**config.mk**
```make
export PLATFORM = sky130hd
export DESIGN_NAME = cvu_batch_engine
export DESIGN_NICKNAME = d
export VERILOG_FILES = /design/src/rtl/cvu_pkg.sv /design/src/rtl/cvu_first_one.sv /design/src/rtl/cvu_batch_engine.sv
export SDC_FILE = /design/constraint.sdc
export NUM_CORES = 1
export LEC_CHECK = 0
export CORE_ASPECT_RATIO = 1.1
export CORE_MARGIN = 4
export CORE_UTILIZATION = 30
export DETAILED_ROUTE_END_ITERATION = 8
export MAX_ROUTING_LAYER = met4
export SLEW_MARGIN = 40
export SYNTH_ARGS = -nofsm -noshare
export SYNTH_HDL_FRONTEND = slang
export SYNTH_SLANG_ARGS = --single-unit
```
**constraint.sdc**
```tcl
create_clock -name clk_i -period 3.47 [get_ports clk_i]
set_input_delay 0.694 -clock clk_i [delete_from_list [all_inputs] [get_ports clk_i]]
set_output_delay 0.694 -clock clk_i [all_outputs]
set_load 0.03 [all_outputs]
```
**src/rtl/cvu_pkg.sv**
```systemverilog
// Shared types and default sizing for the control-vector unit.
package cvu_pkg;

  localparam int CVU_BATCH_W   = 64;
  localparam int CVU_BASE_W    = 4;
  localparam int CVU_NUM_SLOTS = 2;
  localparam int CVU_BB_W      = 5;
  localparam int CVU_CNT_W     = 11;

  // Batch record at the default sizing; the engine declares its own copy
  // sized from its parameters.
  typedef struct packed {
    logic [CVU_BASE_W-1:0]  base;
    logic [CVU_BATCH_W-1:0] bitmap;
    logic [CVU_BB_W-1:0]    bb;
  } batch_slot_t;

  typedef enum logic [1:0] {
    T_IDLE   = 2'd0,
    T_ACCUM  = 2'd1,
    T_FLUSH0 = 2'd2,
    T_FLUSH1 = 2'd3
  } term_state_e;

endpackage

```
**src/rtl/cvu_first_one.sv**
```systemverilog
// Lowest-set-bit encoder: index, any-bit flag, and the input with that bit cleared.
module cvu_first_one #(
  parameter int  W  = 64,
  localparam int IW = $clog2(W)
) (
  input  logic [W-1:0]  vec_i,
  output logic [IW-1:0] idx_o,
  output logic          found_o,
  output logic [W-1:0]  cleared_o
);

  always_comb begin
    idx_o = '0;
    for (int i = W-1; i >= 0; i--) begin
      if (vec_i[i]) idx_o = IW'(i);
    end
  end

  assign found_o   = |vec_i;
  assign cleared_o = vec_i & (vec_i - W'(1));

endmodule

```
**src/rtl/cvu_batch_engine.sv**
```systemverilog
// Control-vector unit: init FIFO with find-first-one thread issue, plus the
// terminate-token accumulator/flush FSM. Define CVU_STATS_EN for statistics ports.
module cvu_batch_engine
  import cvu_pkg::*;
#(
  parameter int  BATCH_W   = CVU_BATCH_W,
  parameter int  BASE_W    = CVU_BASE_W,
  parameter int  NUM_SLOTS = CVU_NUM_SLOTS,
  parameter int  BB_W      = CVU_BB_W,
  parameter int  CNT_W     = CVU_CNT_W,
  localparam int IDX_W     = $clog2(BATCH_W),
  localparam int TID_W     = BASE_W + IDX_W
) (
  input  logic               clk_i,
  input  logic               rst_ni,
  input  logic               in_valid_i,
  output logic               in_ready_o,
  input  logic [BASE_W-1:0]  in_base_i,
  input  logic [BATCH_W-1:0] in_bitmap_i,
  input  logic [BB_W-1:0]    in_bb_i,
  output logic               tid_valid_o,
  input  logic               tid_ready_i,
  output logic [TID_W-1:0]   tid_o,
  output logic [BB_W-1:0]    tid_bb_o,
  input  logic               cfg_valid_i,
  output logic               cfg_ready_o,
  input  logic [BB_W-1:0]    cfg_bb0_i,
  input  logic [BB_W-1:0]    cfg_bb1_i,
  input  logic [CNT_W-1:0]   cfg_count_i,
  input  logic               tok_valid_i,
  output logic               tok_ready_o,
  input  logic [TID_W-1:0]   tok_tid_i,
  input  logic               tok_ctrl_i,
  output logic               out_valid_o,
  input  logic               out_ready_i,
  output logic [BATCH_W-1:0] out_bitmap_o,
  output logic [BASE_W-1:0]  out_base_o,
  output logic [BB_W-1:0]    out_bb_o
`ifdef CVU_STATS_EN
  ,
  output logic [31:0]        stat_issued_o,
  output logic [31:0]        stat_diverged_o
`endif
);

  localparam int PTR_W = $clog2(NUM_SLOTS);

  typedef struct packed {
    logic [BASE_W-1:0]  base;
    logic [BATCH_W-1:0] bitmap;
    logic [BB_W-1:0]    bb;
  } slot_t;

  // ---------------- init FIFO / issue path ----------------
  slot_t              slots_q [NUM_SLOTS];
  logic [PTR_W-1:0]   wr_ptr_q, rd_ptr_q;
  logic [PTR_W:0]     fill_q, fill_d;
  slot_t              head;
  logic [IDX_W-1:0]   ffo_idx;
  logic               ffo_found;
  logic [BATCH_W-1:0] ffo_cleared;
  logic               push, issue, pop;

  assign head = slots_q[rd_ptr_q];

  cvu_first_one #(.W(BATCH_W)) u_ffo (
    .vec_i     (head.bitmap),
    .idx_o     (ffo_idx),
    .found_o   (ffo_found),
    .cleared_o (ffo_cleared)
  );

  // Issue writes back the cleared mask, so a popped or never-filled head
  // slot always holds an empty bitmap: found doubles as "not empty".
  assign tid_valid_o = ffo_found;
  assign in_ready_o  = (fill_q != (PTR_W+1)'(NUM_SLOTS));
  assign tid_o       = tid_valid_o ? {head.base, ffo_idx} : '0;
  assign tid_bb_o    = tid_valid_o ? head.bb : '0;

  assign push  = in_valid_i & in_ready_o & (|in_bitmap_i);
  assign issue = tid_valid_o & tid_ready_i;
  assign pop   = issue & ~(|ffo_cleared);

  always_comb begin
    fill_d = fill_q;
    if (push && !pop)      fill_d = fill_q + (PTR_W+1)'(1);
    else if (!push && pop) fill_d = fill_q - (PTR_W+1)'(1);
  end

  always_ff @(posedge clk_i or negedge rst_ni) begin
    if (!rst_ni) begin
      for (int i = 0; i < NUM_SLOTS; i++) slots_q[i] <= '0;
      wr_ptr_q <= '0;
      rd_ptr_q <= '0;
      fill_q   <= '0;
    end else begin
      if (issue) slots_q[rd_ptr_q].bitmap <= ffo_cleared;
      if (push) begin
        slots_q[wr_ptr_q] <= '{base: in_base_i, bitmap: in_bitmap_i, bb: in_bb_i};
        wr_ptr_q          <= wr_ptr_q + PTR_W'(1);
      end
      if (pop) rd_ptr_q <= rd_ptr_q + PTR_W'(1);
      fill_q <= fill_d;
    end
  end

  // ---------------- terminate path ----------------
  term_state_e        state_q, state_d;
  logic [BB_W-1:0]    bb0_q, bb0_d, bb1_q, bb1_d;
  logic [CNT_W-1:0]   remain_q, remain_d;
  logic [BATCH_W-1:0] acc0_q, acc0_d, acc1_q, acc1_d;
  logic [BASE_W-1:0]  base_q, base_d;
  logic               base_vld_q, base_vld_d;
  logic [BASE_W-1:0]  tok_base;
  logic [BATCH_W-1:0] tok_bit;
  logic               base_mis, finish;

  assign tok_base = tok_tid_i[TID_W-1:IDX_W];
  assign tok_bit  = BATCH_W'(1) << tok_tid_i[IDX_W-1:0];
  assign base_mis = base_vld_q && (tok_base != base_q);

  always_comb begin
    state_d      = state_q;
    bb0_d        = bb0_q;
    bb1_d        = bb1_q;
    remain_d     = remain_q;
    acc0_d       = acc0_q;
    acc1_d       = acc1_q;
    base_d       = base_q;
    base_vld_d   = base_vld_q;
    cfg_ready_o  = 1'b0;
    tok_ready_o  = 1'b0;
    out_valid_o  = 1'b0;
    out_bitmap_o = '0;
    out_base_o   = '0;
    out_bb_o     = '0;
    finish       = 1'b0;
    case (state_q)
      T_IDLE: begin
        cfg_ready_o = 1'b1;
        if (cfg_valid_i && cfg_count_i != '0) begin
          bb0_d      = cfg_bb0_i;
          bb1_d      = cfg_bb1_i;
          remain_d   = cfg_count_i;
          acc0_d     = '0;
          acc1_d     = '0;
          base_vld_d = 1'b0;
          state_d    = T_ACCUM;
        end
      end
      T_ACCUM: begin
        tok_ready_o = !base_mis;
        if (tok_valid_i) begin
          if (base_mis) begin
            state_d = T_FLUSH0;
          end else begin
            if (tok_ctrl_i) acc1_d = acc1_q | tok_bit;
            else            acc0_d = acc0_q | tok_bit;
            base_d     = tok_base;
            base_vld_d = 1'b1;
            remain_d   = remain_q - CNT_W'(1);
            if (remain_q == CNT_W'(1)) state_d = T_FLUSH0;
          end
        end
      end
      T_FLUSH0, T_FLUSH1: begin
        // An empty accumulator falls through to the next one in the same cycle.
        if (state_q == T_FLUSH0 && acc0_q != '0) begin
          out_valid_o  = 1'b1;
          out_bitmap_o = acc0_q;
          out_base_o   = base_q;
          out_bb_o     = bb0_q;
          if (out_ready_i) begin
            if (acc1_q != '0) state_d = T_FLUSH1;
            else              finish  = 1'b1;
          end
        end else if (acc1_q != '0) begin
          out_valid_o  = 1'b1;
          out_bitmap_o = acc1_q;
          out_base_o   = base_q;
          out_bb_o     = bb1_q;
          finish       = out_ready_i;
        end else begin
          finish = 1'b1;
        end
        if (finish) begin
          if (remain_q == '0) begin
            state_d = T_IDLE;
          end else begin
            acc0_d     = '0;
            acc1_d     = '0;
            base_vld_d = 1'b0;
            state_d    = T_ACCUM;
          end
        end
      end
      default: state_d = T_IDLE;
    endcase
  end

  always_ff @(posedge clk_i or negedge rst_ni) begin
    if (!rst_ni) begin
      state_q    <= T_IDLE;
      bb0_q      <= '0;
      bb1_q      <= '0;
      remain_q   <= '0;
      acc0_q     <= '0;
      acc1_q     <= '0;
      base_q     <= '0;
      base_vld_q <= 1'b0;
    end else begin
      state_q    <= state_d;
      bb0_q      <= bb0_d;
      bb1_q      <= bb1_d;
      remain_q   <= remain_d;
      acc0_q     <= acc0_d;
      acc1_q     <= acc1_d;
      base_q     <= base_d;
      base_vld_q <= base_vld_d;
    end
  end

`ifdef CVU_STATS_EN
  logic [31:0] stat_issued_q, stat_diverged_q;
  logic        div_fire;

  // FLUSH1 is only reached after acc0 was emitted with acc1 still pending.
  assign div_fire = out_valid_o & out_ready_i & (state_q == T_FLUSH1);

  always_ff @(posedge clk_i or negedge rst_ni) begin
    if (!rst_ni) begin
      stat_issued_q   <= '0;
      stat_diverged_q <= '0;
    end else begin
      if (issue && stat_issued_q != '1)      stat_issued_q   <= stat_issued_q + 32'd1;
      if (div_fire && stat_diverged_q != '1) stat_diverged_q <= stat_diverged_q + 32'd1;
    end
  end

  assign stat_issued_o   = stat_issued_q;
  assign stat_diverged_o = stat_diverged_q;
`else
  // statistics compiled out
`endif

endmodule
```
Yosys cells after proc, flatten, opt, wreduce, memory -nomap -nowiden
Cells that the tools add are included.

storage, ports and cells
  logic and storage cells = 213
  bits in registers = 306
  bits of input ports = 112
  output and inout port bits = 93

cells by class
  add/subtract/negate cells = 6
  reductions and logical operators = 28
  multiplexer cells = 129
  order comparisons = 4
  bitwise gates (word level) = 11
  shift-type cells = 1
  eq/ne operators = 17

operator list
  kind                                                                     number
  64-bit 2-to-1 mux                                                        12
  6-bit 2-to-1 mux                                                         64
  64-bit case mux with 3 select lines                                      2
  146-bit bitwise mux                                                      2
  146-bit 2-to-1 mux                                                       2
  73-bit 2-to-1 mux                                                        4
  64-bit OR reduction                                                      3
  73-bit demux with 1-bit select                                           2
  64-bit OR                                                                2
  64-bit nonzero test                                                      2
  69-bit 2-to-1 mux                                                        1
  64-bit bitwise AND                                                       1
  1-bit by 6-bit left shift with 64-bit output (first input constant)      1
  64-bit by 1-bit subtractor with 64-bit output (second input constant)    1
  11-bit 2-to-1 mux                                                        3
  11-bit case mux with 2 select lines                                      1
  2-bit 2-to-1 mux                                                         10
  5-bit 2-to-1 mux                                                         4
  6-bit AND reduction                                                      3
  1-bit 2-to-1 mux                                                         16
  2-bit != test (second input constant)                                    8
  4-bit 2-to-1 mux                                                         3
  3-bit != test (second input constant)                                    4
  11-bit by 1-bit equality test with 1-bit output (second input constant)  1
  26 further kinds                                                         44

Logic depth before layout (Yosys ltp)
Gate-level depths: netlist of the first run.

  word-level depth = 69
  mapped depth = 19
  gate-level depth less buffers = 12

Cells and area by module
A second synthesis of the first run with hierarchy kept.

unflattened totals
  cell total of the unflattened synthesis = 1932
  area total of the unflattened synthesis = 17679.5 µm²

modules (own cells, without submodules)
  module            cells an instance  area each (µm²)  times used  sequential area each (µm²)
  cvu_batch_engine  1672               16156.7          1           7657.3
  cvu_first_one     260                1522.7           1           0.0

Worst setup path after synthesis of the first run
OpenSTA, ideal clock, no wires.

  kind = register to output
  from = register rd_ptr_q
  to = output tid_o[0]
  stages on the path, launching flop included = 14
  data required time = 2776 ps
  path slack = -490 ps
  arrival = 3266 ps
  path buffers = 7
  path through = dfrtp_1 buf_6 buf_6 buf_6 buf_6 buf_6 buf_2 buf_2 mux2_2 or2_2 a2111oi_0 o31ai_1 a41o_1 a21oi_1

on the way
  longest elaborated chain between the ends = 69
  elaborated cells on any way between the ends = 70
  classes of those cells = 68 x mux; 1 x bitwise; 1 x reduce/logical

ends and longest elaborated chain
  element                                                  RTL line                 RTL
  from (decl)                                              cvu_batch_engine.sv:56   logic [PTR_W-1:0] wr_ptr_q, rd_ptr_q;
  from (signal assigned)                                   cvu_batch_engine.sv:102  if (pop) rd_ptr_q <= rd_ptr_q + PTR_W'(1);
  1-bit NOT with 2-bit output (not written as such) *      cvu_batch_engine.sv:64   assign head = slots_q[rd_ptr_q];
  73-bit 2-to-1 mux (not written as such) * (3 in series)  cvu_batch_engine.sv:64
  6-bit 2-to-1 mux (64 in series)                          cvu_first_one.sv:15      if (vec_i[i]) idx_o = IW'(i);
  10-bit 2-to-1 mux *                                      cvu_batch_engine.sv:77   assign tid_o = tid_valid_o ? {head.base, ffo_idx} : '0;
  to (decl)                                                cvu_batch_engine.sv:23   output logic [TID_W-1:0] tid_o,

Mark *: on every way between the ends. The rest lies on a longest branch, timed or not. The select of a mux whose other input is x is not followed.

Worst setup path after layout of the first run
  from = register rd_ptr_q
  to = output tid_o[1]

Same word-level chain as after synthesis.

==> impl_results.html, run 1 <==
<table>
<tr><th>Metric</th><th>Value</th></tr>
<tr><th colspan="2">Synth</th></tr>
<tr><td>Main synth FF type</td><td>dfrtp_1</td></tr>
<tr><td>Yosys warning count</td><td>0</td></tr>
<tr><td>Yosys cell types</td><td>75</td></tr>
<tr><td>Portion of synthesized cell area occupied by the leading cell type</td><td>45.3%</td></tr>
<tr><td>Dominant cell type by area after synthesis</td><td>dfrtp_1</td></tr>
<tr><td>Post-synthesis sequential element count</td><td>306</td></tr>
<tr><td>Mean cell area of the mapped netlist</td><td>8.69 sq um</td></tr>
<tr><td>Async set-reset flop share out of synthesis</td><td>100%</td></tr>
<tr><td>Portion of the post-synthesis area used by sequential elements</td><td>45.3%</td></tr>
<tr><td>Post-synth design cell area</td><td>0.0169 sq mm</td></tr>
<tr><td>EDFF count, synth</td><td>0</td></tr>
<tr><td>Instance count of the mapped netlist</td><td>1948</td></tr>
<tr><td>Syn Nets</td><td>2063</td></tr>
<tr><td>Largest cells by area after synthesis</td><td>dfrtp_1 (45%), o21ai_0 (6.4%), nand2_1 (5.8%), nor2_1 (5.3%), a22o_1 (3.7%)</td></tr>
<tr><th colspan="2">Pwr</th></tr>
<tr><td>P per Cell Area</td><td>795 mW/mm^2</td></tr>
<tr><td>Max rail drop VDD</td><td>0.000484 V</td></tr>
<tr><td>Leak pwr</td><td>11.3 nW</td></tr>
<tr><td>Final Power</td><td>20.8 mW</td></tr>
<tr><th colspan="2">STA</th></tr>
<tr><td>Max-Slew Margin vs Limit</td><td>44.0%</td></tr>
<tr><td>Tightest Pin Transition</td><td>837 ps</td></tr>
<tr><td>Number of pins with negative max-slew slack in the final report</td><td>0</td></tr>
<tr><td>Unrepaired setup endpoints after global routing</td><td>true</td></tr>
<tr><td>Clock Skews</td><td>41.8 ps</td></tr>
<tr><td>Least setup slack across all paths after layout</td><td>-555 ps</td></tr>
<tr><td>Shortest clock period the worst path allows after layout</td><td>4020 ps</td></tr>
<tr><td>Maximum clock rate</td><td>248 MHz</td></tr>
<tr><td>Setup violations, final</td><td>93</td></tr>
<tr><td>Portion of the clock cycle consumed by the worst path in the final layout</td><td>116%</td></tr>
<tr><td>Final Hold Vio Count</td><td>0</td></tr>
<tr><th colspan="2">Setup path</th></tr>
<tr><td>Ordered cell list for the critical path</td><td>buf_12, or3b_4, a211oi_2, o21bai_1, a21oi_1, o221ai_2, a2111oi_2, buf_4, o31ai_4, a21oi_2, o31a_1, buf_6</td></tr>
<tr><td>CP Data Arrival Time</td><td>3330 ps</td></tr>
<tr><td>Max Fanout on Critical Path</td><td>7</td></tr>
<tr><td>Nature of the critical path endpoint</td><td>output pin</td></tr>
<tr><td>Reg2Reg Launch Point</td><td>rd_ptr_q</td></tr>
<tr><td>Cell with the largest stage delay on the worst path</td><td>dfrtp_4</td></tr>
<tr><td>Family with the most delay on the worst path</td><td>compound AO/OA/AOI/OAI gates</td></tr>
<tr><td>Critical path class</td><td>reg2out</td></tr>
<tr><td>Critical path buffers and inverters</td><td>3</td></tr>
<tr><td>Crit-path max cell delay</td><td>450 ps</td></tr>
<tr><td>Required arrival time at the worst endpoint</td><td>2780 ps</td></tr>
<tr><td>Source of the critical timing path</td><td>rd_ptr_q</td></tr>
<tr><td>CP Launch Type</td><td>flip-flop</td></tr>
<tr><th colspan="2">Clock network</th></tr>
<tr><td>Number of buffers created by CTS</td><td>39</td></tr>
<tr><td># hold bufs at CTS</td><td>0</td></tr>
<tr><td>Clock latency on the worst-skew pair</td><td>590 ps</td></tr>
<tr><td>CTS HTree Levels</td><td>2</td></tr>
<tr><td>Cell at the root of the clock tree</td><td>clkbuf_16</td></tr>
<tr><td>Clock buffer depth</td><td>3</td></tr>
<tr><td>TritonCTS Sinks</td><td>306</td></tr>
<tr><td>Worst-path clk slew</td><td>60 ps</td></tr>
<tr><td>Clock tree from TritonCTS</td><td>yes</td></tr>
<tr><th colspan="2">Place</th></tr>
<tr><td>Total half-perimeter wirelength after legalization and detailed placement</td><td>50400 um</td></tr>
<tr><td>IO buf count</td><td>204</td></tr>
<tr><td>Placed cell count</td><td>3088</td></tr>
<tr><td>Total cell area at the placement stage</td><td>0.0222 sq mm</td></tr>
<tr><td>Final GP Congestion</td><td>0.964</td></tr>
<tr><th colspan="2">Cells and area</th></tr>
<tr><td>Non-filler cells in the finished layout</td><td>3224</td></tr>
<tr><td>Post-layout instance area</td><td>0.0262 sq mm</td></tr>
<tr><td>Area grow syn2layout</td><td>54.8%</td></tr>
<tr><td>Most used cells in the layout excluding fill and tap cells</td><td>dfrtp_1 (303), buf_4 (286), nand2_1 (257)</td></tr>
<tr><td>Area occupied by multi-input gates</td><td>0.0101 sq mm</td></tr>
<tr><td>Most common cell after layout, fill and taps aside</td><td>dfrtp_1</td></tr>
<tr><td>Sequential Area</td><td>0.00766 sq mm</td></tr>
<tr><td>Count of fill cells added during filler insertion</td><td>5194</td></tr>
<tr><td>Fraction of layout instances using a drive strength above 1</td><td>32.1%</td></tr>
<tr><td>Core Util, Final</td><td>46.9%</td></tr>
<tr><td>Layout net count</td><td>2559</td></tr>
<tr><th colspan="2">Hold path</th></tr>
<tr><td>Min-Delay Path Class</td><td>in2async</td></tr>
<tr><th colspan="2">Detailed routing</th></tr>
<tr><td>Number of vias per cell</td><td>5.59</td></tr>
<tr><td>Vias</td><td>18024</td></tr>
<tr><td>Count of routing violations after the opening detailed-route iteration</td><td>1385</td></tr>
<tr><td>Final routed DRC violation total</td><td>0</td></tr>
<tr><td>Initial DRT Pass Iterations</td><td>5</td></tr>
<tr><td>Routed Antenna Nets</td><td>0</td></tr>
<tr><td>Final wirelength</td><td>71800 um</td></tr>
<tr><td>Final routed wire length divided by cell count</td><td>22.3 um</td></tr>
<tr><th colspan="2">Floorplan</th></tr>
<tr><td>Number of ports placed on the die boundary</td><td>205</td></tr>
<tr><td>Initial cell density of the core</td><td>30.3%</td></tr>
<tr><td>Height of the die</td><td>257 um</td></tr>
<tr><td>Die area</td><td>0.0603 sq mm</td></tr>
<tr><td>Num rows</td><td>91</td></tr>
<tr><td>DIE WIDTH</td><td>234 um</td></tr>
<tr><td>Core box area</td><td>0.0559 sq mm</td></tr>
<tr><th colspan="2">Global route</th></tr>
<tr><td>Total grt overflow</td><td>0</td></tr>
<tr><td>Vias in the first global route</td><td>18452</td></tr>
<tr><td>Largest net degree at the start of global routing</td><td>72</td></tr>
<tr><td>Antenna violations before repair</td><td>6</td></tr>
<tr><td>Total Routing Usage GR</td><td>24.0%</td></tr>
<tr><td>Global-route wire length before repair</td><td>111000 um</td></tr>
<tr><th colspan="2">Run status</th></tr>
<tr><td>Run status</td><td>finished with violations</td></tr>
<tr><td>Failing checks</td><td>setup timing</td></tr>
<tr><th colspan="2">Run</th></tr>
<tr><td>Number of max-cap violations</td><td>0</td></tr>
</table>
-- final cells by class --
cell class | count | share of cell area (%)
diodes | 6 | 0.0573
clock buffers | 50 | 4.19
clock inverters | 21 | 1.17
inverters | 20 | 0.301
multi-input cells | 1503 | 38.5
flip-flops and latches | 306 | 29.3
well taps | 744 | 3.55
repair buffers | 574 | 23.0
-- worst paths after layout --
check                                to  slack [ps]  cells after the start
max                            tid_o[1]        -550                     12
max reg2reg                   fill_q[1]        -440                     19
min reg2reg                 slots_q[76]         480                      2
min                        slots_q[128]          80                      1
min in group clk_i          slots_q[76]         480                      2
max in group asynchronous     acc0_q[0]        2500                      2
-- flip-flops by register name, indices dropped and copies added, names as in the netlist --
name / count
acc0_q: 64
acc1_q: 64
base_q: 4
base_vld_q: 1
bb0_q: 5
bb1_q: 5
fill_q: 2
rd_ptr_q: 1
remain_q: 11
slots_q: 146
state_q: 2
wr_ptr_q: 1
-- Yosys cell counts, types with 4 or more instances --
library cell and number:
dfrtp_1 306, nand2_1 262, nor2_1 238, o21ai_0 216
clkbuf_1 99, a21oi_1 97, a31oi_1 76, a22o_1 71
nor4_1 66, nor3_1 62, mux2_2 54, mux2i_1 41
nor3b_1 31, nand3_1 29, o22ai_1 23, nand4_1 20
inv_1 18, nand2b_1 17, o311ai_0 17, nor2b_1 15
o211ai_1 14, buf_2 13, or3_1 13, or2_2 12
and2_1 11, o41ai_1 9, o31ai_1 8, xor2_1 6
buf_6 5, o21a_1 5, o22a_1 5, and4_1 4
o2111ai_1 4, o221ai_1 4, or4_1 4
-- stage by stage --
| stage | hold slack [ps] | worst slack [ps] | setup TNS (ps) |
|---|---|---|---|
| detailed placement | 461 | -531 | -14640 |
| global route | 118 | -670 | -45970 |
| global placement | 457 | -448 | -9170 |
| CTS | 87.3 | -670 | -34480 |
| floorplan | 398 | -17.8 | -17.8 |
| finish | 78.4 | -555 | -37010 |
-- layer usage --
metal	vias up	GRT usage (%)	wire length [um]
met2	684	38.3	34400
li1	8204	-	-
met3	133	4.40	5050
met4	0	6.97	2120
met1	9003	31.4	30200
met5	-	-	0
-- power breakdown --
part	internal, mW	total [mW]	switching, mW
Clock	2.65	4.41	1.76
Sequential	4.64	5.85	1.21
Combinational	4.84	10.6	5.71
-- logic make-up after synthesis --
| family | share of synthesized area [%] |
|---|---|
| mux | 6.02 |
| compound gates | 22.0 |
| xor+xnor | 0.414 |
| buf+inv | 3.40 |
| simple gates | 22.5 |
| flops | 45.3 |
| fa+ha+maj | 0.340 |
-- what timing repair did --
action / in CTS / in global routing
pin swaps: 61 / 61
gates resized for setup: 367 / 75
endpoints found under the hold margin: 0 / 0
endpoints found under the setup margin: 217 / 213
setup buffers: 39 / 15
cloned: 18 / 3
No activity file was read; power rests on OpenSTA's default activity.
==> run 2, diff against run 1 <==
--- a/config.mk
+++ b/config.mk
@@ -10,7 +10,7 @@
 export CORE_UTILIZATION = 30
 export DETAILED_ROUTE_END_ITERATION = 8
 export MAX_ROUTING_LAYER = met4
-export SLEW_MARGIN = 40
+export SLEW_MARGIN = 25
 export SYNTH_ARGS = -nofsm -noshare
 export SYNTH_HDL_FRONTEND = slang
 export SYNTH_SLANG_ARGS = --single-unit
==> constraint.sdc (replaced) <==
create_clock -name clk_i -period 3.58 [get_ports clk_i]
set_input_delay 0.716 -clock clk_i [delete_from_list [all_inputs] [get_ports clk_i]]
set_output_delay 0.716 -clock clk_i [all_outputs]
set_load 0.03 [all_outputs]
==> impl_results.html, run 2 (synthesized netlist as in run 1, its figures left out) <==
<table>
<tr><th>Metric</th><th>Value</th></tr>
<tr><th colspan="2">Setup path</th></tr>
<tr><td>CP Data Arrival Time</td><td>3310 ps</td></tr>
<tr><td>Worst setup slack for register-to-register paths</td><td>-280 ps</td></tr>
<tr><td>Family with the most delay on the worst path</td><td>compound AO/OA/AOI/OAI gates</td></tr>
<tr><td>Ordered cell list for the critical path</td><td>buf_12, buf_4, buf_4, mux2_4, o21ai_2, a21oi_2, a2111oi_4, o31ai_4, a41o_1, a21oi_4, buf_6</td></tr>
<tr><td>Number of cells traversed by the worst register-to-register path</td><td>14</td></tr>
<tr><td>End point of the critical path</td><td>tid_o[0]</td></tr>
<tr><td>Worst r2r dst</td><td>fill_q[1]</td></tr>
<tr><td>Reg2Reg Launch Point</td><td>rd_ptr_q</td></tr>
<tr><td>Most frequent cell on the critical path</td><td>buf_4</td></tr>
<tr><td>Nature of the critical path endpoint</td><td>output pin</td></tr>
<tr><td>Critical path class</td><td>reg2out</td></tr>
<tr><td>Crit-path max cell delay</td><td>530 ps</td></tr>
<tr><td>Required arrival time at the worst endpoint</td><td>2860 ps</td></tr>
<tr><td>Cell with the largest stage delay on the worst path</td><td>dfrtp_4</td></tr>
<tr><td>CP Launch Type</td><td>flip-flop</td></tr>
<tr><td>Stages on the worst setup path</td><td>11</td></tr>
<tr><td>Max Fanout on Critical Path</td><td>5</td></tr>
<tr><td>Source of the critical timing path</td><td>rd_ptr_q</td></tr>
<tr><td>Critical path buffers and inverters</td><td>4</td></tr>
<tr><th colspan="2">Hold path</th></tr>
<tr><td>Min-Delay Path Class</td><td>in2async</td></tr>
<tr><th colspan="2">STA</th></tr>
<tr><td>Shortest clock period the worst path allows after layout</td><td>4020 ps</td></tr>
<tr><td>Setup violations, final</td><td>93</td></tr>
<tr><td>Unrepaired setup endpoints after global routing</td><td>true</td></tr>
<tr><td>Clock Skews</td><td>14.9 ps</td></tr>
<tr><td>Maximum clock rate</td><td>249 MHz</td></tr>
<tr><td>Tightest Pin Transition</td><td>747 ps</td></tr>
<tr><td>Max-Slew Margin vs Limit</td><td>50.0%</td></tr>
<tr><td>Least setup slack across all paths after layout</td><td>-442 ps</td></tr>
<tr><td>Portion of the clock cycle consumed by the worst path in the final layout</td><td>112%</td></tr>
<tr><td>Final Hold Vio Count</td><td>0</td></tr>
<tr><td>Number of pins with negative max-slew slack in the final report</td><td>0</td></tr>
<tr><th colspan="2">Floorplan</th></tr>
<tr><td>Num rows</td><td>91</td></tr>
<tr><td>Core box area</td><td>0.0559 sq mm</td></tr>
<tr><td>Initial cell density of the core</td><td>30.3%</td></tr>
<tr><td>DIE WIDTH</td><td>234 um</td></tr>
<tr><td>Height of the die</td><td>257 um</td></tr>
<tr><td>Number of ports placed on the die boundary</td><td>205</td></tr>
<tr><td>Die area</td><td>0.0603 sq mm</td></tr>
<tr><th colspan="2">Run status</th></tr>
<tr><td>Failing checks</td><td>setup timing</td></tr>
<tr><td>Run status</td><td>finished with violations</td></tr>
<tr><th colspan="2">Pwr</th></tr>
<tr><td>Leak pwr</td><td>11.2 nW</td></tr>
<tr><td>Max rail drop VDD</td><td>0.000483 V</td></tr>
<tr><td>P per Cell Area</td><td>767 mW/mm^2</td></tr>
<tr><th colspan="2">Place</th></tr>
<tr><td>Final GP Congestion</td><td>0.933</td></tr>
<tr><td>IO buf count</td><td>204</td></tr>
<tr><td>Placed cell count</td><td>3054</td></tr>
<tr><td>Total half-perimeter wirelength after legalization and detailed placement</td><td>49400 um</td></tr>
<tr><th colspan="2">Detailed routing</th></tr>
<tr><td>Final routed DRC violation total</td><td>0</td></tr>
<tr><td>Count of routing violations after the opening detailed-route iteration</td><td>1614</td></tr>
<tr><td>Final wirelength</td><td>72000 um</td></tr>
<tr><td>Final routed wire length divided by cell count</td><td>22.5 um</td></tr>
<tr><td>Vias</td><td>18000</td></tr>
<tr><td>Number of vias per cell</td><td>5.62</td></tr>
<tr><td>Initial DRT Pass Iterations</td><td>6</td></tr>
<tr><td>Routed Antenna Nets</td><td>0</td></tr>
<tr><th colspan="2">Clock network</th></tr>
<tr><td>Clock latency on the worst-skew pair</td><td>590 ps</td></tr>
<tr><td>TritonCTS Sinks</td><td>306</td></tr>
<tr><td>Cell at the root of the clock tree</td><td>clkbuf_16</td></tr>
<tr><td>Worst-path clk slew</td><td>60 ps</td></tr>
<tr><td>Number of buffers created by CTS</td><td>39</td></tr>
<tr><td>Clock buffer depth</td><td>3</td></tr>
<tr><td>Clock tree from TritonCTS</td><td>yes</td></tr>
<tr><td># hold bufs at CTS</td><td>0</td></tr>
<tr><td>CTS HTree Levels</td><td>2</td></tr>
<tr><th colspan="2">Global route</th></tr>
<tr><td>Total Routing Usage GR</td><td>23.9%</td></tr>
<tr><td>Total grt overflow</td><td>0</td></tr>
<tr><td>Met3 routing resource usage after global routing</td><td>3.29%</td></tr>
<tr><td>Fraction of met2 tracks used by global routing</td><td>36.4%</td></tr>
<tr><td>Largest net degree at the start of global routing</td><td>85</td></tr>
<tr><td>Vias in the first global route</td><td>17805</td></tr>
<tr><td>Global-route wire length before repair</td><td>110000 um</td></tr>
<tr><td>Routing layer with the top usage in global route</td><td>met2</td></tr>
<tr><td>Global routing met1 resource utilization</td><td>32.5%</td></tr>
<tr><td>Antenna violations before repair</td><td>1</td></tr>
<tr><th colspan="2">Cells and area</th></tr>
<tr><td>Most common cell after layout, fill and taps aside</td><td>dfrtp_1</td></tr>
<tr><td>Area grow syn2layout</td><td>54.1%</td></tr>
<tr><td>Max reg flops</td><td>146</td></tr>
<tr><td>Core Util, Final</td><td>46.6%</td></tr>
<tr><td>Layout net count</td><td>2543</td></tr>
<tr><td>Count of fill cells added during filler insertion</td><td>5185</td></tr>
<tr><td>Fraction of layout instances using a drive strength above 1</td><td>32.0%</td></tr>
<tr><td>Most used cells in the layout excluding fill and tap cells</td><td>dfrtp_1 (305), buf_4 (272), nand2_1 (260)</td></tr>
<tr><td>Register bank with the most flops</td><td>slots_q</td></tr>
<tr><td>Leading registers by flop count</td><td>slots_q (146), acc0_q (64), acc1_q (64)</td></tr>
<tr><td>Non-filler cells in the finished layout</td><td>3204</td></tr>
<tr><th colspan="2">Run</th></tr>
<tr><td>Number of max-cap violations</td><td>0</td></tr>
</table>
## run 2: cell types whose count changed in the layout (fill, tap and decap cells not counted), moves of 5 or more
| cell | delta |
|---|---|
| buf_12 | -24 |
| buf_16 | +10 |
| buf_4 | -14 |
| buf_6 | +17 |
| clkbuf_1 | +5 |
| diode_2 | -5 |
| nor3b_1 | -6 |
## run 2: layout make-up
type,instances,area [sq um],area share (%)
Inverter,20,80.1,0.307
Antenna cell,1,2.50,0.00960
Tap cell,744,931,3.57
Multi-Input combinational cell,1503,10200,39.2
Clock inverter,19,216,0.830
Sequential cell,306,7660,29.4
Clock buffer,53,1090,4.18
Timing Repair Buffer,558,5880,22.6
## run 2: per-stage QoR
stage          power [mW]  hold slack [ps]  worst slack, ps  instance area, sq um  TNS, ps
3_3_place_gp         13.8              457             -235                 21800    -4260
2_1_floorplan        9.77              420             4.21                 17000        0
6_report             20.0              138             -442                 26100   -24380
5_1_grt              21.1              193             -589                 26100   -27900
3_5_place_dp         13.9              461             -254                 21800    -4920
4_1_cts              19.6              155             -502                 25600   -21440
## run 2: routing by layer
layer	vias up	wire, um
met5	-	0
met4	0	2790
met3	136	4430
li1	8177	-
met2	680	33200
met1	9007	31600
## run 2: how the worst min path moves through the flow
| stage | depth (start not counted) | slack [ps] | endpoint | start |
|---|---|---|---|---|
| after floorplan | 0 | 420 | acc0_q[0] | rst_ni |
| after global placement | 2 | 460 | slots_q[143] | slots_q[143] |
| after detailed placement | 2 | 460 | slots_q[143] | slots_q[143] |
| after CTS | 1 | 150 | slots_q[117] | rst_ni |
| after global routing | 1 | 190 | slots_q[117] | rst_ni |
| final | 1 | 140 | slots_q[117] | rst_ni |
## run 2: worst reg2reg max path, delay by kind of cell, from the launching register on
| kind | cells | cell delay (ps) |
|---|---|---|
| AO/OA/AOI/OAI | 3 | 810 |
| XOR/XNOR | 2 | 290 |
| adder cells (fa/ha/maj) | 1 | 190 |
| buffers and inverters | 3 | 430 |
| flip-flops | 1 | 530 |
| AND/OR/NAND/NOR | 5 | 1530 |
## run 2: what timing repair did
item                                    CTS  global route
gates resized for setup                 390           106
hold endpoints to repair                  0             0
setup buffers                            50            15
cloned                                   18             4
endpoints found under the setup margin  125           235
pin swaps                               112            58
## run 2: power breakdown
| part | internal [mW] | switching (mW) | total (mW) | leakage, nW |
|---|---|---|---|---|
| clock | 2.38 | 1.68 | 4.06 | 0.632 |
| combinational | 4.66 | 5.51 | 10.2 | 6.63 |
| sequential | 4.49 | 1.28 | 5.78 | 3.98 |
| total | 11.5 | 8.47 | 20.0 | 11.2 |
==> run 3, diff against run 2 <==
--- a/config.mk
+++ b/config.mk
@@ -8,6 +8,7 @@
 export CORE_ASPECT_RATIO = 1.1
 export CORE_MARGIN = 4
 export CORE_UTILIZATION = 30
+export CTS_BUF_LIST = sky130_fd_sc_hd__clkbuf_4 sky130_fd_sc_hd__clkbuf_8
 export DETAILED_ROUTE_END_ITERATION = 8
 export MAX_ROUTING_LAYER = met4
 export SLEW_MARGIN = 25
==> impl_results.html, run 3 (synthesized netlist as in run 1, its figures left out) <==
<table>
<tr><th>Metric</th><th>Value</th></tr>
<tr><th colspan="2">Run status</th></tr>
<tr><td>Run status</td><td>finished with violations</td></tr>
<tr><td>Failing checks</td><td>setup timing</td></tr>
<tr><th colspan="2">Detailed routing</th></tr>
<tr><td>Count of routing violations after the opening detailed-route iteration</td><td>1622</td></tr>
<tr><td>Final routed wire length divided by cell count</td><td>22.1 um</td></tr>
<tr><td>Final wirelength</td><td>71400 um</td></tr>
<tr><td>Vias</td><td>18040</td></tr>
<tr><td>Initial DRT Pass Iterations</td><td>5</td></tr>
<tr><td>Routed Antenna Nets</td><td>0</td></tr>
<tr><td>Number of vias per cell</td><td>5.58</td></tr>
<tr><td>Final routed DRC violation total</td><td>0</td></tr>
<tr><th colspan="2">Cells and area</th></tr>
<tr><td>Layout net count</td><td>2556</td></tr>
<tr><td>Count of fill cells added during filler insertion</td><td>5232</td></tr>
<tr><td>Non-filler cells in the finished layout</td><td>3231</td></tr>
<tr><td>Sequential Area</td><td>0.00766 sq mm</td></tr>
<tr><td>Area grow syn2layout</td><td>53.2%</td></tr>
<tr><td>Fraction of layout instances using a drive strength above 1</td><td>33.3%</td></tr>
<tr><td>Area occupied by multi-input gates</td><td>0.0102 sq mm</td></tr>
<tr><td>Most common cell after layout, fill and taps aside</td><td>dfrtp_1</td></tr>
<tr><td>Register bank with the most flops</td><td>slots_q</td></tr>
<tr><td>Most used cells in the layout excluding fill and tap cells</td><td>dfrtp_1 (304), buf_4 (267), nand2_1 (259)</td></tr>
<tr><td>Leading registers by flop count</td><td>slots_q (146), acc0_q (64), acc1_q (64)</td></tr>
<tr><td>Max reg flops</td><td>146</td></tr>
<tr><th colspan="2">Place</th></tr>
<tr><td>Final GP Congestion</td><td>0.933</td></tr>
<tr><td>Placed cell count</td><td>3054</td></tr>
<tr><td>Total half-perimeter wirelength after legalization and detailed placement</td><td>49400 um</td></tr>
<tr><td>IO buf count</td><td>204</td></tr>
<tr><th colspan="2">Clock network</th></tr>
<tr><td>Cell at the root of the clock tree</td><td>clkbuf_8</td></tr>
<tr><td>Clock tree from TritonCTS</td><td>yes</td></tr>
<tr><td>Number of buffers created by CTS</td><td>57</td></tr>
<tr><td>Clock latency on the worst-skew pair</td><td>690 ps</td></tr>
<tr><td>Clock buffer depth</td><td>3</td></tr>
<tr><td>Worst-path clk slew</td><td>60 ps</td></tr>
<tr><td>TritonCTS Sinks</td><td>306</td></tr>
<tr><td>CTS HTree Levels</td><td>2</td></tr>
<tr><th colspan="2">STA</th></tr>
<tr><td>Number of pins with negative max-slew slack in the final report</td><td>0</td></tr>
<tr><td>Least setup slack across all paths after layout</td><td>-582 ps</td></tr>
<tr><td>Portion of the clock cycle consumed by the worst path in the final layout</td><td>116%</td></tr>
<tr><td>Post-route worst hold slack</td><td>43.5 ps</td></tr>
<tr><td>Setup violations, final</td><td>93</td></tr>
<tr><td>Unrepaired setup endpoints after global routing</td><td>true</td></tr>
<tr><td>Clock Skews</td><td>39.5 ps</td></tr>
<tr><td>Shortest clock period the worst path allows after layout</td><td>4160 ps</td></tr>
<tr><td>Max-Slew Margin vs Limit</td><td>51.5%</td></tr>
<tr><td>TNS Setup</td><td>-32080 ps</td></tr>
<tr><td>Maximum clock rate</td><td>240 MHz</td></tr>
<tr><td>Tightest Pin Transition</td><td>728 ps</td></tr>
<tr><td>Final Hold Vio Count</td><td>0</td></tr>
<tr><th colspan="2">Floorplan</th></tr>
<tr><td>Num rows</td><td>91</td></tr>
<tr><td>Number of ports placed on the die boundary</td><td>205</td></tr>
<tr><td>Die area</td><td>0.0603 sq mm</td></tr>
<tr><td>Initial cell density of the core</td><td>30.3%</td></tr>
<tr><td>Core box area</td><td>0.0559 sq mm</td></tr>
<tr><td>DIE WIDTH</td><td>234 um</td></tr>
<tr><td>Height of the die</td><td>257 um</td></tr>
<tr><th colspan="2">Pwr</th></tr>
<tr><td>Final Power</td><td>19.6 mW</td></tr>
<tr><td>P per Cell Area</td><td>758 mW/mm^2</td></tr>
<tr><td>Leak pwr</td><td>11.2 nW</td></tr>
<tr><td>Net switching fraction of the power</td><td>42.7%</td></tr>
<tr><td>Clk pwr share</td><td>19.8%</td></tr>
<tr><td>Power share of the sequential group</td><td>29.3%</td></tr>
<tr><td>Share of power burned in combinational logic</td><td>50.9%</td></tr>
<tr><td>Switching power</td><td>8.38 mW</td></tr>
<tr><td>Cell-internal power</td><td>11.2 mW</td></tr>
<tr><td>Max rail drop VDD</td><td>0.000366 V</td></tr>
<tr><th colspan="2">Setup path</th></tr>
<tr><td>CP Launch Type</td><td>flip-flop</td></tr>
<tr><td>Max Fanout on Critical Path</td><td>6</td></tr>
<tr><td>Critical path class</td><td>reg2out</td></tr>
<tr><td>CP Data Arrival Time</td><td>3450 ps</td></tr>
<tr><td>Nature of the critical path endpoint</td><td>output pin</td></tr>
<tr><td>Required arrival time at the worst endpoint</td><td>2860 ps</td></tr>
<tr><th colspan="2">Hold path</th></tr>
<tr><td>Min-Delay Path Class</td><td>in2async</td></tr>
<tr><th colspan="2">Global route</th></tr>
<tr><td>Largest net degree at the start of global routing</td><td>85</td></tr>
<tr><td>Vias in the first global route</td><td>17835</td></tr>
<tr><td>Global-route wire length before repair</td><td>109000 um</td></tr>
<tr><td>Total Routing Usage GR</td><td>23.6%</td></tr>
<tr><td>Antenna violations before repair</td><td>2</td></tr>
<tr><td>Total grt overflow</td><td>0</td></tr>
<tr><th colspan="2">Run</th></tr>
<tr><td>Number of max-cap violations</td><td>0</td></tr>
</table>
-- run 3: changes by cell type in the layout (fill, tap and decap cells not counted), moves of 5 or more --
cell	previous run	this run
nor2_1	228	223
buf_4	272	267
buf_6	102	110
clkbuf_1	8	0
clkbuf_8	6	73
clkbuf_4	0	18
buf_16	19	10
clkbuf_16	43	6
-- run 3: worst max-delay path: stages (launching register included) --
cell	delay (ps)
dfrtp_4	530
buf_12	180
clkbuf_16	170
nor3_4	190
o22ai_1	130
buf_4	180
nor4_4	190
buf_4	160
nand4_1	140
nor2_2	180
buf_6	180
buf_12	150
nor3_2	60
o31a_1	150
buf_6	160
-- run 3: repair_timing --
item / 4_1_cts / 5_1_grt
endpoints found under the setup margin: 126 / 110
resized for setup: 374 / 138
hold buffers: 0 / 0
pin swaps: 64 / 59
setup buffers: 43 / 22
gates cloned: 12 / 9
-- run 3: routing by layer --
| metal | wire length (um) | GRT usage (%) |
|---|---|---|
| met1 | 31300 | 32.1 |
| met2 | 32900 | 35.9 |
| met3 | 4460 | 3.72 |
| met4 | 2750 | 8.04 |
| met5 | 0 | - |
-- run 3: worst paths after layout --
check	start	endpoint	slack [ps]	cells past startpoint
min in group clk_i	fill_q[1]	fill_q[1]	470	1
worst min register to register	fill_q[1]	fill_q[1]	470	1
worst max-delay path	rd_ptr_q	tid_o[1]	-580	14
max in group asynchronous	rst_ni	acc0_q[48]	2570	2
worst max register to register	rd_ptr_q	fill_q[1]	-250	14
worst min-delay path	rst_ni	slots_q[117]	40	1
-- run 3: area by class of cell --
class	instances	share of cell area [%]
Timing Repair Buffer	553	22.0
Antenna cell	2	0.0193
Sequential cell	306	29.6
Clock buffer	91	4.40
Inverter	20	0.309
Multi-Input combinational cell	1503	39.4
Clock inverter	12	0.633
Tap cell	744	3.59
-- run 3: stage by stage --
stage	cell area (sq um)	worst slack, ps	utilization, %
after detailed placement	21800	-254	39.0
after CTS	25400	-623	45.4
after global placement	21800	-235	39.0
final	25900	-582	46.4
after global routing	25900	-694	46.4
after floorplan	17000	4.21	-
-- run 3: power by group through the flow --
| stage | Combinational (mW) | Sequential, mW | Clock (mW) |
|---|---|---|---|
| floorplan | 4.57 | 5.20 | 0 |
| global placement | 8.32 | 5.52 | 0 |
| detailed placement | 8.38 | 5.53 | 0 |
| CTS | 9.57 | 5.64 | 3.98 |
| global route | 10.8 | 5.88 | 4.14 |
| finish | 9.99 | 5.76 | 3.88 |
